<file path="src/rtl/pattern_scan_arbiter.sv">
// Four-channel round-robin front end sharing one bit-serial 11011 Mealy detector.
// Each channel keeps its own detector context and saturating match counter.
module pattern_scan_arbiter (
  input  logic        clk,
  input  logic        rst,
  input  logic [3:0]  req,
  input  logic [31:0] req_data,
  output logic [3:0]  gnt,
  input  logic [3:0]  clr_ctx,
  output logic        busy,
  output logic        match_valid,
  output logic [1:0]  match_ch,
  output logic [2:0]  match_bit,
  input  logic [1:0]  cnt_sel,
  output logic [7:0]  cnt_out
);

  // Handshake: a channel raises req[i] with its byte on req_data[8i+7:8i] and holds
  // both until gnt[i]; gnt[i] is a one-cycle pulse and the byte is taken on that edge.
  typedef enum logic [1:0] {IDLE, SHIFT, SAVE} ctl_t;
  typedef enum logic [2:0] {S0, S1, S2, S3, S4} det_t;

  ctl_t       state, state_nxt;
  det_t       det, det_nxt;
  det_t       ctx [4];
  logic [7:0] cnt [4];
  logic [1:0] act, last_gnt, pick, cand;
  logic       pick_ok;
  logic [2:0] idx;
  logic [7:0] shreg;
  logic       clr_seen;
  logic       bit_in, det_out;

  always_comb begin
    pick    = 2'd0;
    pick_ok = 1'b0;
    cand    = 2'd0;
    for (int k = 1; k <= 4; k++) begin
      cand = last_gnt + 2'(k);
      if (!pick_ok && req[cand]) begin
        pick    = cand;
        pick_ok = 1'b1;
      end
    end
  end

  always_comb begin
    bit_in  = shreg[idx];
    det_nxt = S0;
    case (det)
      S0:      det_nxt = bit_in ? S1 : S0;
      S1:      det_nxt = bit_in ? S2 : S0;
      S2:      det_nxt = bit_in ? S2 : S3;
      S3:      det_nxt = bit_in ? S4 : S0;
      S4:      det_nxt = bit_in ? S2 : S0;
      default: det_nxt = S0;
    endcase
    det_out = (det == S4) && bit_in;
  end

  always_comb begin
    state_nxt = state;
    case (state)
      IDLE:    if (pick_ok) state_nxt = SHIFT;
      SHIFT:   if (idx == 3'd0) state_nxt = SAVE;
      SAVE:    state_nxt = IDLE;
      default: state_nxt = IDLE;
    endcase
  end

  // Outputs are held low during reset so nothing leaks out of a discarded byte.
  assign busy        = (state != IDLE);
  assign match_valid = !rst && (state == SHIFT) && det_out;
  assign match_ch    = act;
  assign match_bit   = idx;
  assign gnt         = (!rst && state == IDLE && pick_ok) ? (4'b0001 << pick) : 4'b0000;
  assign cnt_out     = cnt[cnt_sel];

  always_ff @(posedge clk) begin
    if (rst) begin
      state    <= IDLE;
      last_gnt <= 2'd3;
      act      <= 2'd0;
      idx      <= 3'd7;
      shreg    <= 8'd0;
      det      <= S0;
      clr_seen <= 1'b0;
      for (int i = 0; i < 4; i++) begin
        ctx[i] <= S0;
        cnt[i] <= 8'd0;
      end
    end else begin
      state <= state_nxt;
      case (state)
        IDLE: if (pick_ok) begin
          act      <= pick;
          shreg    <= req_data[{pick, 3'b000} +: 8];
          det      <= clr_ctx[pick] ? S0 : ctx[pick];
          idx      <= 3'd7;
          clr_seen <= 1'b0;
        end
        SHIFT: begin
          det <= det_nxt;
          idx <= idx - 3'd1;
          if (clr_ctx[act]) clr_seen <= 1'b1;
        end
        SAVE:    last_gnt <= act;
        default: ;
      endcase
      // A clear of the channel in flight only takes effect on its counter here;
      // its context is overwritten with S0 at SAVE instead.
      for (int i = 0; i < 4; i++) begin
        if (clr_ctx[i]) begin
          cnt[i] <= 8'd0;
          if (state == IDLE || act != 2'(i)) ctx[i] <= S0;
        end else if (state == SHIFT && act == 2'(i) && det_out && cnt[i] != 8'hFF) begin
          cnt[i] <= cnt[i] + 8'd1;
        end
        if (state == SAVE && act == 2'(i))
          ctx[i] <= (clr_seen || clr_ctx[i]) ? S0 : det;
      end
    end
  end

endmodule

</file>
<file path="config.mk">
export PLATFORM = sky130hd
export DESIGN_NAME = pattern_scan_arbiter
export DESIGN_NICKNAME = d
export VERILOG_FILES = /design/src/rtl/pattern_scan_arbiter.sv
export SDC_FILE = /design/constraint.sdc
export NUM_CORES = 1
export LEC_CHECK = 0
export CORE_MARGIN = 3
export CORE_UTILIZATION = 35
export CTS_BUF_LIST = sky130_fd_sc_hd__clkbuf_8
export DETAILED_ROUTE_END_ITERATION = 8
export DONT_BUFFER_PORTS = 1
export MAX_ROUTING_LAYER = met4
export PLACE_DENSITY = 0.6
export SYNTH_ARGS = -nofsm -noshare
export SYNTH_HDL_FRONTEND = slang
export SYNTH_SLANG_ARGS = --single-unit
</file>
<file path="constraint.sdc">
create_clock -name clk -period 4.2 [get_ports clk]
set_input_delay 0.42 -clock clk [delete_from_list [all_inputs] [get_ports clk]]
set_output_delay 0.42 -clock clk [all_outputs]
set_load 0.05 [all_outputs]
</file>
==> results of run 1 <==
[registers in the layout, summed over array words and instances, names as in the netlist]
name	count
cnt	32
state	2
match_bit	3
ctx	12
last_gnt	2
match_ch	2
det	3
clr_seen	1
shreg	8
[placed cells by master (no fill, tap or decap), types with 3 or more instances in the layout]
master | Yosys | final
a21oi_1 | 15 | 15
o21ai_0 | 8 | 8
clkbuf_8 | 0 | 9
mux2i_1 | 15 | 15
inv_1 | 8 | 10
xnor2_1 | 8 | 8
or2_2 | 8 | 8
and3_1 | 8 | 8
ha_1 | 6 | 6
nand2_1 | 18 | 18
nor3_1 | 17 | 16
o21a_1 | 7 | 7
nand3_1 | 21 | 21
mux4_2 | 9 | 9
and2_1 | 13 | 13
nor2_1 | 56 | 56
a221oi_1 | 7 | 7
a31oi_1 | 5 | 5
edfxtp_1 | 44 | 44
nor2b_1 | 7 | 7
xor2_1 | 17 | 17
nand2b_1 | 12 | 12
buf_4 | 0 | 3
dfxtp_1 | 21 | 21
[routing by layer]
metal  wire (um)  GRT usage, %  vias to the layer above
met4         210          6.89                        0
met3         391          3.64                       16
met1        4110          20.5                     1416
li1            -             -                     1415
met2        4500          24.1                       71
met5           0             -                        -
[worst max path at each step]
stage,endpoint,slack [ns],cells past startpoint
finish,cnt[3][5],1.0,6
global route,cnt[3][5],0.84,6
CTS,cnt[3][2],0.99,6
detailed placement,cnt[3][2],0.98,6
global placement,cnt[3][4],1.07,6
floorplan,cnt[3][0],1.13,8
[layout make-up]
class,count,area (um2)
timing repair buffer,3,22.5
sequential,65,1740
multi-input combinational,297,2070
clock inverter,7,62.6
tap,140,175
inverter,8,30.0
fill,1065,6670
clock buffer,9,124
[cells by family (layout without fill, tap and decap cells)]
family,count (synthesis),count (layout),share of synthesized area (%)
buf+inv,32,27,3.47
xor+xnor,25,25,5.57
simple gates,176,176,22.6
compound gates,61,61,10.9
mux,29,29,11.2
flops,65,65,44.3
fa+ha+maj,6,6,1.91
[through the flow]
stage	util (%)	hold slack [ns]
final	38.8	0.129
after detailed placement	37.1	0.473
after CTS	38.8	0.115
after global routing	38.8	0.112
after floorplan	-	0.432
after global placement	37.1	0.467
[report_power, final]
part	switching (mW)	internal [mW]	total, mW
Sequential	0.0504	0.715	0.766
Combinational	0.110	0.0753	0.185
Clock	0.244	0.269	0.513
Total	0.405	1.06	1.46
==> metrics.yaml, run 1 <==
clk_pin_slew_ns: 0.08
slew_violations: 0
r2r_start: "match_bit[1]"
start_util_pct: 36.1
critPathRequiredTime_ns: 4.21
via_per_inst: 5.52
die_h_um: 112
cts_setup_buffers: 0
ys_warn_count: 0
arrival_ns: 3.21
die_w_um: 112
max_stage_delay_ns: 0.73
fin_nets: 434
yosysMostFrequentCell: "nor2_1"
r2r_slack_ns: 1.0
fmax_ghz: 0.312
seq_area_frac_synth_pct: 44.3
vdd_ir_drop_max_uv: 189
hold_path_depth: 1
synth.cell_area_mm2: 0.00393
dr.pass1.iters: 4
period_share_pct: 76.2
worstMarginPinSlew_ns: 1.06
post-place-ws_ns: 0.979
place_area_mm2: 0.00404
reg2reg_depth: 6
synth-edff-count: 44
diodes: 0
run_status: "finished, final reports clean"
cp-start-kind: "flip-flop"
relSlewSlack_pct: 29.3
worstSkewPairLatency_ns: 0.35
wirelength_um: 9210
avgSynthCellArea_um2: 9.97
fin_worst_skew_ns: 0.0144
synthCells: 394
power_mw: 1.46
startpoint: "match_bit[1]"
cts_tree: "done"
die_area_mm2: 0.0125
finalSetupViolCount: 0
cts_sinks: 65
drive_above_1_share_pct: 11.6
min_period_ns: 3.20
htreeDepth: 3
io_pins: 63
cts_hold_buf: 0
rows: 38
dpl.cell_count: 513
async_flop_share_pct: 0
min_from: "rst"
gp_congestion: 0.793
num_vias: 2918
drtAntennaViolNets: 0
cts.path.max_buffers: 2
io_buffers: 0
max-cap-violations: 0
tns_ns: 0
synth.distinct_cells: 52
setup_slack_ns: 0.999
hold_violations: 0
synth_top_area_cell: "edfxtp_1"
cts_resized: 0
hold_path_class: "input pin to flip-flop"
overflow: 0
dpl.hpwl_um: 6810
worstPathMaxFanout: 8
synthTopCellsByCount: "nor2_1 (56), edfxtp_1 (44), dfxtp_1 (21), nand3_1 (21), clkbuf_1 (19)"
worstReg2RegEnd: "cnt[3][5]"
path_cells: "mux4_1, mux2i_2, or3_4, or2_1, or4_4, nand2_1"
yosysTopAreaCellShare_pct: 33.6
grt_max_degree: 36
grt_pass1_wl_um: 15500
crit_family: "simple AND/OR/NAND/NOR gates"
grt_pass1_vias: 2964
drtIter0Drc: 268
grt.total_usage_pct: 15.9
stdcell_area_mm2: 0.00422
grt_antenna_before_repair: 0
wl_per_cell_um: 17.4
critical_path_class: "flip-flop to flip-flop"
root_buffer: "clkbuf_8"
synth_area_leaders: "edfxtp_1 (34%), dfxtp_1 (11%), nor2_1 (5.3%)"
cellPowerDensity_mw_per_mm2: 347
syn_to_final_growth_pct: 7.45
drc_errors: 0
endpoint_kind: "flip-flop"
cts_buffers: 9
slowest_stage: "dfxtp_1"
synthFlopType: "edfxtp_1"
hold_end: "match_ch[1]"
rsz0062_at_grt: "false"
p_leak_nw: 1.54
ys_ff_latch: 65
core_region_area_mm2: 0.0109
syn_nets: 444
final_cells: 529
path_buf_inv: 0
(Power assumes the default switching activity.)
==> run 2: changes to the inputs <==
Settings changed: PLACE_DENSITY 0.6 to 0.62.
Clock period 4.2 ns to 2.61 ns, I/O delays scaled along.
==> metrics.yaml, run 2 (synthesis results as in run 1) <==
diodes: 0  # unchanged
cts_tree: "done"  # unchanged
relSlewSlack_pct: 57.9  # was 29.3%
worstPathMaxFanout: 8  # unchanged
critical_path_class: "flip-flop to flip-flop"  # unchanged
rsz0062_at_grt: "false"  # unchanged
wl_per_cell_um: 16.5  # was 17.4 um
top_register: "cnt"  # unchanged
critPathRequiredTime_ns: 2.62  # was 4.21 ns
htreeDepth: 3  # unchanged
hold_ws_ns: 0.0219  # was 0.129 ns
gp_congestion: 0.830  # was 0.793
post-place-ws_ns: 0.121  # was 0.979 ns
dr.pass1.iters: 5  # was 4
hold_path_class: "input pin to flip-flop"  # unchanged
p_int_mw: 1.75  # was 1.06 mW
finalSetupViolCount: 0  # unchanged
dpl.hpwl_um: 6920  # was 6810 um
combPwrFrac_pct: 14.7  # was 12.7%
start_util_pct: 36.1  # unchanged
num_vias: 2971  # was 2,918
largestRegisters: "cnt: 32 flops, ctx: 12 flops, shreg: 8 flops"  # unchanged
overflow: 0  # unchanged
cts_setup_buffers: 0  # unchanged
register_area_mm2: 0.00175  # was 0.00174 mm2
via_per_inst: 5.43  # was 5.52
rows: 38  # unchanged
clk_pin_slew_ns: 0.07  # was 0.08 ns
hold_violations: 0  # unchanged
cts.path.max_buffers: 2  # unchanged
die_w_um: 112  # unchanged
syn_to_final_growth_pct: 11.7  # was 7.45%
p_leak_nw: 1.61  # was 1.54 nW
dpl.cell_count: 530  # was 513
drtIter0Drc: 197  # was 268
cts_buffers: 9  # unchanged
max-cap-violations: 0  # unchanged
cellPowerDensity_mw_per_mm2: 547  # was 347 mW/mm2
seqPwrFrac_pct: 50.1  # was 52.3%
vdd_ir_drop_max_uv: 307  # was 189 uV
min_period_ns: 2.47  # was 3.20 ns
grt_max_degree: 21  # was 36
worstSkewPairLatency_ns: 0.35  # about the same
fin_nets: 452  # was 434
grt.total_usage_pct: 15.3  # was 15.9%
io_buffers: 0  # unchanged
worstMarginPinSlew_ns: 0.630  # was 1.06 ns
setup_slack_ns: 0.138  # was 0.999 ns
p_sw_share_pct: 26.8  # was 27.6%
cts_sinks: 65  # unchanged
power.switching_uw: 644  # was 405 uW
tns_ns: 0  # unchanged
p_clk_share_pct: 35.3  # was 35.0%
final_cell_mix: "nor2_1 (56), edfxtp_1 (44), nand3_1 (21)"  # was nor2_1 (56), edfxtp_1 (44), nand3_1 (21), dfxtp_1 (21), nand2_1 (18)
die_area_mm2: 0.0125  # unchanged
largest_register_ffs: 32  # unchanged
endpoint_kind: "flip-flop"  # unchanged
core_region_area_mm2: 0.0109  # unchanged
die_h_um: 112  # unchanged
grt_pass1_wl_um: 15100  # was 15,500 um
io_pins: 63  # unchanged
root_buffer: "clkbuf_8"  # unchanged
arrival_ns: 2.49  # was 3.21 ns
fillerInstances: 1058  # was 1,065
drive_above_1_share_pct: 17.0  # was 11.6%
run_status: "finished, final reports clean"  # unchanged
fin_worst_skew_ns: 0.0138  # was 0.0144 ns
multiInputGateArea_mm2: 0.00207  # about the same
fmax_ghz: 0.404  # was 0.312 GHz
drtAntennaViolNets: 0  # unchanged
wirelength_um: 9030  # was 9210 um
final_cells: 547  # was 529
cp-start-kind: "flip-flop"  # unchanged
final_common_cell: "nor2_1"  # unchanged
grt_pass1_vias: 2996  # was 2,964
period_share_pct: 94.7  # was 76.2%
drc_errors: 0  # unchanged
grt_antenna_before_repair: 0  # unchanged
slew_violations: 0  # unchanged
-- run 2: final cells by class --
class / count / share of cell area (%)
Clock inverter: 6 / 1.37
Multi-Input combinational cell: 297 / 47.2
Sequential cell: 65 / 39.9
Tap cell: 140 / 3.99
Inverter: 8 / 0.770
Clock buffer: 10 / 3.14
Timing Repair Buffer: 21 / 3.65
-- run 2: metrics by stage --
stage | area, um2 | utilization [%] | power (mW)
2_1_floorplan | 3960 | - | 1.50
3_3_place_gp | 4180 | 38.4 | 1.56
3_5_place_dp | 4180 | 38.4 | 1.57
4_1_cts | 4380 | 40.3 | 2.42
5_1_grt | 4390 | 40.3 | 2.50
6_report | 4390 | 40.3 | 2.40
-- run 2: worst max-delay path, stage by stage, from the launching register on --
cell,delay [ns]
dfxtp_4,0.36
mux4_2,0.34
mux2i_2,0.07
or3_4,0.41
or2_1,0.23
buf_4,0.16
a311o_1,0.28
nand2_1,0.28
-- run 2: timing repair --
item / in CTS / in global routing
endpoints found under the hold margin: 16 / 0
gates resized for setup: 0 / 1
hold buffers: 1 / 0
setup endpoints to repair: 0 / 1
-- run 2: power groups by stage --
| stage | logic (mW) | clock network [mW] | registers (mW) |
|---|---|---|---|
| 6_report | 0.352 | 0.846 | 1.20 |
| 5_1_grt | 0.388 | 0.901 | 1.21 |
| 4_1_cts | 0.355 | 0.862 | 1.20 |
| 3_5_place_dp | 0.348 | 0 | 1.22 |
| 3_3_place_gp | 0.344 | 0 | 1.22 |
| 2_1_floorplan | 0.282 | 0 | 1.22 |
-- run 2: metal layers --
metal,global-route usage (%),wire (um),vias to the layer above
li1,-,-,1451
met1,18.9,4030,1470
met2,25.1,4530,44
met3,3.86,380,6
met4,4.33,99,0
met5,-,0,-
-- run 2: final timing paths --
path                 from           end  slack [ns]  cells past startpoint
min                   rst  match_bit[0]        0.02                      1
min reg2reg      shreg[5]      shreg[5]        0.47                      2
max reg2reg  match_bit[1]     cnt[0][3]        0.14                      7
max          match_bit[1]     cnt[0][3]        0.14                      7
==> run 3: changes to the inputs <==
Settings changed: TNS_END_PERCENT set to 50.
==> metrics.yaml, run 3 (synthesis results as in run 1) <==
cts.path.max_buffers: 2  # unchanged
endpoint_kind: "flip-flop"  # unchanged
die_w_um: 112  # unchanged
hold_end: "match_bit[1]"  # was match_bit[0]
drtIter0Drc: 213  # was 197
reg2reg_depth: 7  # unchanged
path_buf_inv: 1  # unchanged
rows: 38  # unchanged
cts_sinks: 65  # unchanged
syn_to_final_growth_pct: 12.3  # was 11.7%
dpl.hpwl_um: 6740  # was 6920 um
core_region_area_mm2: 0.0109  # unchanged
final_common_cell: "nor2_1"  # unchanged
slowest_stage: "or3_4"  # unchanged
fin_nets: 454  # was 452
cts_setup_buffers: 0  # unchanged
finalSetupViolCount: 0  # unchanged
path_cells: "mux4_2, mux2i_2, or3_4, or2_1, buf_4, a311o_1, nand2_1"  # unchanged
vdd_ir_drop_max_uv: 272  # was 307 uV
die_area_mm2: 0.0125  # unchanged
top_register: "cnt"  # unchanged
r2r_start: "match_bit[1]"  # unchanged
slew_violations: 0  # unchanged
cellPowerDensity_mw_per_mm2: 548  # was 547 mW/mm2
via_per_inst: 5.40  # was 5.43
p_sw_share_pct: 27.2  # was 26.8%
num_vias: 2964  # was 2,971
grt_max_degree: 21  # unchanged
worstPathMaxFanout: 8  # unchanged
root_buffer: "clkbuf_8"  # unchanged
drc_errors: 0  # unchanged
tns_ns: 0  # unchanged
cts_tree: "done"  # unchanged
drive_above_1_share_pct: 17.8  # was 17.0%
max-cap-violations: 0  # unchanged
post-place-ws_ns: 0.123  # was 0.121 ns
worstMarginPinSlew_ns: 0.650  # was 0.630 ns
grt_pass1_wl_um: 15100  # unchanged
grt.total_usage_pct: 15.3  # about the same
hold_path_class: "input pin to flip-flop"  # unchanged
wirelength_um: 9000  # was 9030 um
clk_pin_slew_ns: 0.08  # was 0.07 ns
critPathRequiredTime_ns: 2.63  # was 2.62 ns
power.switching_uw: 659  # was 644 uW
crit_family: "simple AND/OR/NAND/NOR gates"  # unchanged
fin_worst_skew_ns: 0.0101  # was 0.0138 ns
grt_antenna_before_repair: 0  # unchanged
min_from: "rst"  # unchanged
r2r_slack_ns: 0.11  # was 0.14 ns
htreeDepth: 3  # unchanged
setup_slack_ns: 0.107  # was 0.138 ns
start_util_pct: 36.1  # unchanged
p_leak_nw: 1.61  # about the same
fmax_ghz: 0.399  # was 0.404 GHz
grt_pass1_vias: 2929  # was 2,996
diodes: 0  # unchanged
gp_congestion: 0.819  # was 0.830
hold_violations: 0  # unchanged
p_clk_share_pct: 35.8  # was 35.3%
seqPwrFrac_pct: 49.9  # was 50.1%
die_h_um: 112  # unchanged
final_cell_mix: "nor2_1 (56), edfxtp_1 (44), nand3_1 (21), buf_4 (21), dfxtp_1 (18)"  # was nor2_1 (56), edfxtp_1 (44), nand3_1 (21)
dr.pass1.iters: 4  # was 5
startpoint: "match_bit[1]"  # unchanged
hold_path_depth: 1  # unchanged
period_share_pct: 95.9  # was 94.7%
io_pins: 63  # unchanged
run_status: "finished, final reports clean"  # unchanged
p_int_mw: 1.76  # was 1.75 mW
worstReg2RegEnd: "cnt[0][0]"  # was cnt[0][3]
rsz0062_at_grt: "false"  # unchanged
overflow: 0  # unchanged
critical_path_class: "flip-flop to flip-flop"  # unchanged
cp-start-kind: "flip-flop"  # unchanged
combPwrFrac_pct: 14.3  # was 14.7%
largestRegisters: "cnt: 32 flops, ctx: 12 flops, shreg: 8 flops"  # unchanged
min_period_ns: 2.50  # was 2.47 ns
largest_register_ffs: 32  # unchanged
cts_buffers: 9  # unchanged
wl_per_cell_um: 16.4  # was 16.5 um
io_buffers: 0  # unchanged
drtAntennaViolNets: 0  # unchanged
relSlewSlack_pct: 56.5  # was 57.9%
max_stage_delay_ns: 0.40  # was 0.41 ns
arrival_ns: 2.52  # was 2.49 ns
worstSkewPairLatency_ns: 0.35  # about the same
-- run 3: changes by cell type in the layout (fill, tap and decap cells not counted), sizes merged --
cell	previous run	this run
inv	10	8
dlygate4sd3	1	2
buf	20	21
clkinv	1	3
-- run 3: timing repair --
action | 4_1_cts | 5_1_grt
resized for setup | 0 | 2
setup endpoints to repair | 0 | 2
hold endpoints to repair | 16 | 1
hold buffers | 1 | 1
-- run 3: final cells by class --
class	instances	area (um2)
clock inverters	6	66.3
clock buffers	10	138
inverters	8	33.8
well taps	140	175
multi-input cells	297	2070
flip-flops and latches	65	1750
fillers	1058	6470
repair buffers	23	178
-- run 3: layer usage --
metal | vias to the layer above | GRT usage, % | share of wire, %
met5 | - | - | 0
li1 | 1454 | - | -
met4 | 0 | 5.93 | 2.3
met1 | 1430 | 20.2 | 46
met3 | 18 | 3.70 | 3.8
met2 | 62 | 22.9 | 48
-- run 3: power by group through the flow --
stage          sequential [mW]  clock, mW  combinational, mW
2_1_floorplan             1.22          0              0.281
3_3_place_gp              1.23          0              0.336
3_5_place_dp              1.23          0              0.340
4_1_cts                   1.21      0.884              0.346
5_1_grt                   1.22      0.934              0.378
6_report                  1.21      0.867              0.346
-- run 3: how the worst max path moves through the flow --
stage                       end  slack (ns)  depth (start not counted)
finish                cnt[0][0]        0.11                          7
global route          cnt[0][0]        0.02                          7
CTS                 match_valid        0.05                          6
detailed placement    cnt[0][3]        0.12                          7
global placement      cnt[3][4]        0.20                          6
floorplan                gnt[1]       -0.09                          4
-- run 3: through the flow --
stage               power [mW]  hold WS [ns]  util, %  cells  area [um2]
floorplan                 1.50         0.433        -    394        3950
global placement          1.56         0.336     38.4    531        4180
detailed placement        1.57         0.337     38.4    531        4180
CTS                       2.44       0.00173     40.4    548        4400
global route              2.53       0.00366     40.5    549        4410
finish                    2.42        0.0132     40.5    549        4410
